[config.mk]
export PLATFORM = sky130hd
export DESIGN_NAME = mdu_ctrl
export DESIGN_NICKNAME = d
export VERILOG_FILES = /design/src/rtl/mdu_ctrl.sv
export SDC_FILE = /design/constraint.sdc
export NUM_CORES = 1
export LEC_CHECK = 0
export ABC_AREA = 1
export CORE_MARGIN = 3
export CORE_UTILIZATION = 47
export CTS_CLUSTER_DIAMETER = 40
export DETAILED_ROUTE_END_ITERATION = 16
export PLACE_DENSITY = 0.69
export RECOVER_POWER = 25
export SLEW_MARGIN = 20
export SYNTH_ARGS = -nofsm -noshare
export SYNTH_HDL_FRONTEND = slang
export SYNTH_SLANG_ARGS = --single-unit
[constraint.sdc]
create_clock -name clk -period 10.9 [get_ports clk]
set_clock_uncertainty 0.15 [all_clocks]
set_input_delay 1.09 -clock clk [delete_from_list [all_inputs] [get_ports clk]]
set_output_delay 1.09 -clock clk [all_outputs]
set_load 0.01 [all_outputs]
[src/rtl/mdu_ctrl.sv]
// Iterative multiply/divide unit for the EX stage: 32-cycle shift-add / restoring-divide with HI/LO.
// Define MDU_DIV_EN to build the divider; without it DIV/DIVU are accepted as no-ops.
`timescale 1ns/1ps
module mdu_ctrl (
  input  logic        clk,
  input  logic        rst,
  input  logic        startE,
  input  logic [1:0]  mdOpE,
  input  logic [31:0] srcAE,
  input  logic [31:0] srcBE,
  input  logic        flushE,
  input  logic        mtE,
  input  logic        mtSelE,
  input  logic [31:0] mtDataE,
  output logic        stallE,
  output logic        busy,
  output logic [31:0] hiOut,
  output logic [31:0] loOut,
  output logic        divZero
);

  localparam logic [1:0] S_IDLE = 2'd0;
  localparam logic [1:0] S_BUSY = 2'd1;
  localparam logic [1:0] S_DONE = 2'd2;

  logic [1:0]  r_state;
  logic [4:0]  r_cnt;
  logic [63:0] r_acc;
  logic [31:0] r_opnd;
  logic        r_neg_q;
  logic [31:0] r_hi;
  logic [31:0] r_lo;

  logic        w_idle;
  logic        w_op_ok;
  logic        w_start;
  logic        w_signed;
  logic        w_sa;
  logic        w_sb;
  logic [31:0] w_mag_a;
  logic [31:0] w_mag_b;
  logic [32:0] w_mul_sum;
  logic [63:0] w_step;
  logic [63:0] w_prod;
  logic [31:0] w_res_hi;
  logic [31:0] w_res_lo;

  assign w_idle   = (r_state == S_IDLE);
  assign w_signed = ~mdOpE[0];
  assign w_sa     = w_signed & srcAE[31];
  assign w_sb     = w_signed & srcBE[31];
  assign w_mag_a  = w_sa ? (32'd0 - srcAE) : srcAE;
  assign w_mag_b  = w_sb ? (32'd0 - srcBE) : srcBE;
  assign w_start  = w_idle & startE & ~flushE & w_op_ok;

  // Multiply: r_acc = {partial product, remaining multiplier bits}, shifted right each step.
  assign w_mul_sum = {1'b0, r_acc[63:32]} + (r_acc[0] ? {1'b0, r_opnd} : 33'd0);
  assign w_prod    = r_neg_q ? (64'd0 - r_acc) : r_acc;

`ifdef MDU_DIV_EN
  logic        r_is_div;
  logic        r_neg_r;
  logic        r_zero;
  logic [32:0] w_div_shift;
  logic        w_div_ge;
  logic [31:0] w_div_rem;
  logic [63:0] w_div_next;

  // Divide: r_acc = {remainder, dividend bits then quotient bits}, shifted left each step.
  assign w_op_ok     = 1'b1;
  assign w_div_shift = r_acc[63:31];
  assign w_div_ge    = (w_div_shift >= {1'b0, r_opnd});
  assign w_div_rem   = w_div_shift[31:0] - r_opnd;
  assign w_div_next  = w_div_ge ? {w_div_rem, r_acc[30:0], 1'b1}
                                : {w_div_shift[31:0], r_acc[30:0], 1'b0};
  assign w_step      = r_is_div ? w_div_next : {w_mul_sum, r_acc[31:1]};
  assign divZero     = ~rst & (r_state == S_DONE) & r_zero & ~flushE;
`else
  assign w_op_ok = ~mdOpE[1];
  assign w_step  = {w_mul_sum, r_acc[31:1]};
  assign divZero = 1'b0;
`endif

  always_comb begin
    w_res_hi = w_prod[63:32];
    w_res_lo = w_prod[31:0];
`ifdef MDU_DIV_EN
    if (r_is_div) begin
      w_res_hi = r_neg_r ? (32'd0 - r_acc[63:32]) : r_acc[63:32];
      if (r_zero) w_res_lo = 32'hFFFF_FFFF;
      else        w_res_lo = r_neg_q ? (32'd0 - r_acc[31:0]) : r_acc[31:0];
    end
`endif
  end

  always_ff @(posedge clk or posedge rst) begin
    if (rst) begin
      r_state  <= S_IDLE;
      r_cnt    <= 5'd0;
      r_acc    <= 64'd0;
      r_opnd   <= 32'd0;
      r_neg_q  <= 1'b0;
      r_hi     <= 32'd0;
      r_lo     <= 32'd0;
`ifdef MDU_DIV_EN
      r_is_div <= 1'b0;
      r_neg_r  <= 1'b0;
      r_zero   <= 1'b0;
`endif
    end else begin
      case (r_state)
        S_IDLE: begin
          if (w_start) begin
            r_state  <= S_BUSY;
            r_cnt    <= 5'd0;
            r_neg_q  <= w_sa ^ w_sb;
`ifdef MDU_DIV_EN
            r_is_div <= mdOpE[1];
            r_neg_r  <= w_sa;
            r_zero   <= mdOpE[1] & (srcBE == 32'd0);
            r_acc    <= {32'd0, mdOpE[1] ? w_mag_a : w_mag_b};
            r_opnd   <= mdOpE[1] ? w_mag_b : w_mag_a;
`else
            r_acc    <= {32'd0, w_mag_b};
            r_opnd   <= w_mag_a;
`endif
          end else if (!startE && mtE) begin
            if (mtSelE) r_hi <= mtDataE;
            else        r_lo <= mtDataE;
          end
        end
        S_BUSY: begin
          if (flushE) begin
            r_state <= S_IDLE;
          end else begin
            r_acc <= w_step;
            r_cnt <= r_cnt + 5'd1;
            if (r_cnt == 5'd31) r_state <= S_DONE;
          end
        end
        S_DONE: begin
          // The instruction is still in EX here, so startE is ignored.
          r_state <= S_IDLE;
          if (!flushE) begin
            r_hi <= w_res_hi;
            r_lo <= w_res_lo;
          end
        end
        default: r_state <= S_IDLE;
      endcase
    end
  end

  // stallE holds IF/ID/EX from the accepting cycle through the last BUSY cycle; DONE releases it.
  assign stallE = ~rst & (w_start | ((r_state == S_BUSY) & ~flushE));
  assign busy   = (r_state == S_BUSY) | (r_state == S_DONE);
  assign hiOut  = r_hi;
  assign loOut  = r_lo;

endmodule

==> flow_metrics.py <==
metrics = {
    "outcome": {
        "outcome": "complete, but fails checks",
        "failed_checks": "capacitance limit, slew limit",
    },
    "run": {
        "drv_cap": 1,
    },
    "route": {
        "drt-initial-drc-count": 1587,
        "vias_per_cell": 5.50,
        "ant_nets": 0,
        "wl_per_cell_um": 17.6,
        "wl_met3_um": 3710,
        "vias": 14541,
        "routed.top_layer": "met4",
        "routed-wl-met2_um": 19300,
        "dr.pass1.iters": 5,
        "wl_met1_um": 22000,
        "drt_wl_total_um": 46500,
        "drc": 0,
    },
    "global_route": {
        "grt_pass1_vias": 13505,
        "antenna_found_initial": 0,
        "grt_max_degree": 101,
        "grt_pass1_wl_um": 73800,
        "grt_overflow": 0,
        "track_usage": 0.307,
    },
    "yosys": {
        "synth_edf_count": 0,
        "synth_cell_type_count": 43,
        "ys_warn_count": 0,
        "syn_area_per_cell_um2": 6.18,
        "synth.most_common_cell": "nand2_1",
        "yosys.area.top_type_share": 0.319,
        "synth_commonest_cells": "nand2_1 (564), nor2_1 (317), inv_1 (250), nand3_1 (234), a21oi_1 (188)",
        "ys_seq_area_frac": 0.319,
        "netlist_instances": 2134,
        "synth_area_leaders": "dfrtp_1 (32%), nand2_1 (16%), nor2_1 (9.0%), nand3_1 (8.9%), a21oi_1 (7.1%)",
        "async_flop_share": 1.00,
        "synth.cell_area_um2": 13200,
        "synth-seq-cells": 168,
        "synth_top_area_cell": "dfrtp_1",
        "synth_fp_nets": 2279,
        "ys.flop_type": "dfrtp_1",
    },
    "cts": {
        "cts.clk_slew.worst_paths_ps": 80,
        "hold_buffers": 0,
        "cts_root_buf": "clkbuf_16",
        "cts_num_sinks": 168,
        "clockBufferDepth": 2,
        "cts-resized-gates": 0,
        "post-cts-setup-buffers": 0,
        "cts_tree": "yes",
        "clock_latency_ps": 450,
        "cts_htree_levels": 4,
        "cts_made_buffers": 17,
    },
    "floorplanning": {
        "die_x_um": 174,
        "dieArea_um2": 30100,
        "initial_core_util": 0.484,
        "ios": 171,
        "core_um2": 27300,
        "num_rows": 60,
        "dieHeight_um": 174,
    },
    "power_and_ir_drop": {
        "power_mw": 4.32,
        "peakVddDrop_mv": 0.186,
        "power.leakage_nw": 7.49,
        "p_per_area_nw_per_um2": 274,
    },
    "worst_setup_path": {
        "critPathMaxStageDelay_ps": 1010,
        "slowest_stage": "clkinv_1",
        "endpoint_kind": "register",
        "cp.required_ps": 11050,
        "cp_cell_sequence": "clkdlybuf4s50_1, nor2_1, nand3_2, inv_1, a21oi_4, buf_4, clkinv_1, o211ai_1, o21ai_0",
        "crit_family": "buffers and inverters",
        "criticalPathCategory": "input port to register",
        "critPathBufInv": 4,
        "crit_path_start_kind": "input port",
        "worstPathArrival_ps": 5190,
        "critical_path_peak_fanout": 65,
    },
    "sta": {
        "tightest_slew_ps": 4530,
        "setup_viol": 0,
        "fin_setup_tns_ps": 0,
        "period_minus_slack_ps": 5050,
        "fmax_mhz": 198,
        "slew_headroom": -2.03,
        "rsz0062_at_grt": "false",
        "finalHoldViolCount": 0,
        "slew_violations": 101,
        "finalCritPeriodShare": 0.463,
    },
    "final_layout": {
        "diodes": 0,
        "final_layout_size_suffix_gt1_frac": 0.0330,
        "nNetsFinal": 2404,
        "n_fill_cell": 2817,
        "syn_to_final_growth_pct": 19.4,
    },
    "hold_path": {
        "min_path_type": "register to register",
    },
    "placement": {
        "port-buffer-count": 169,
        "dp.final_hpwl_um": 36500,
        "place.gp.congestion": 0.970,
    },
}
placed cells by master (no fill, tap or decap), types with 20 or more instances in the layout:
cell,instances
nor2_1,315
nand2_1,564
inv_1,248
nand3_1,234
nand4_1,23
dfrtp_1,166
xor2_1,20
a21oi_1,187
clkdlybuf4s50_1,167
o21ai_0,134
ha_1,39
flip-flops by register name, summed over array words and instances, names as in the netlist:
name,flops
hiOut,32
loOut,32
r_acc,64
r_cnt,5
r_neg_q,1
r_opnd,32
r_state,2
path summary, 6_finish.rpt:
kind | endpoint | slack (ps) | cells past startpoint | from
min reg2reg | r_opnd[24] | 340 | 2 | r_opnd[24]
min in group asynchronous | r_opnd[1] | 2360 | 2 | rst
max in group asynchronous | r_acc[32] | 5910 | 3 | rst
max reg2reg | r_acc[12] | 6230 | 9 | r_state[0]
min | r_opnd[24] | 340 | 2 | r_opnd[24]
max | r_acc[12] | 5850 | 9 | flushE
per-layer routing:
| layer | vias up | GRT usage |
|---|---|---|
| li1 | 7211 | - |
| met4 | 0 | 0.103 |
| met2 | 595 | 0.455 |
| met1 | 6669 | 0.455 |
| met5 | - | 0 |
| met3 | 66 | 0.0480 |
logic make-up after synthesis:
logic type,after synthesis,synth area share
other cells,1,0.000284
buf+inv,330,0.0971
simple gates,1177,0.369
xor+xnor,21,0.0139
flops,168,0.319
fa+ha+maj,41,0.0394
compound gates,396,0.161
power by group:
part           switching, mW  internal (mW)
clock                  0.303          0.356
sequential             0.293          0.913
combinational           1.59          0.865
total                   2.19           2.13
stage by stage:
step                worst slack, ps  area (um2)  instances  utilization  hold WS (ps)
floorplan                      5110       13200       2134            -           299
global placement               5730       15100       2612        0.556           318
detailed placement             5620       15100       2612        0.556           319
CTS                            6080       15800       2644        0.578           339
global route                   5160       15800       2644        0.578           366
finish                         5850       15800       2644        0.578           336
tightest hold or removal path, delay by kind of cell (launching register included):
family | cells | cell delay [ps]
flip-flops | 1 | 350
AND/OR/NAND/NOR | 2 | 110
final cells by class:
cell class / count / area (um2) / area share
multi-input combinational: 1636 / 7730 / 0.490
timing repair buffer: 181 / 1780 / 0.113
clock buffer: 18 / 439 / 0.0279
clock inverter: 14 / 179 / 0.0114
inverter: 255 / 958 / 0.0608
tap: 372 / 465 / 0.0295
sequential: 168 / 4210 / 0.267
Power figures use the tool's default switching activity.
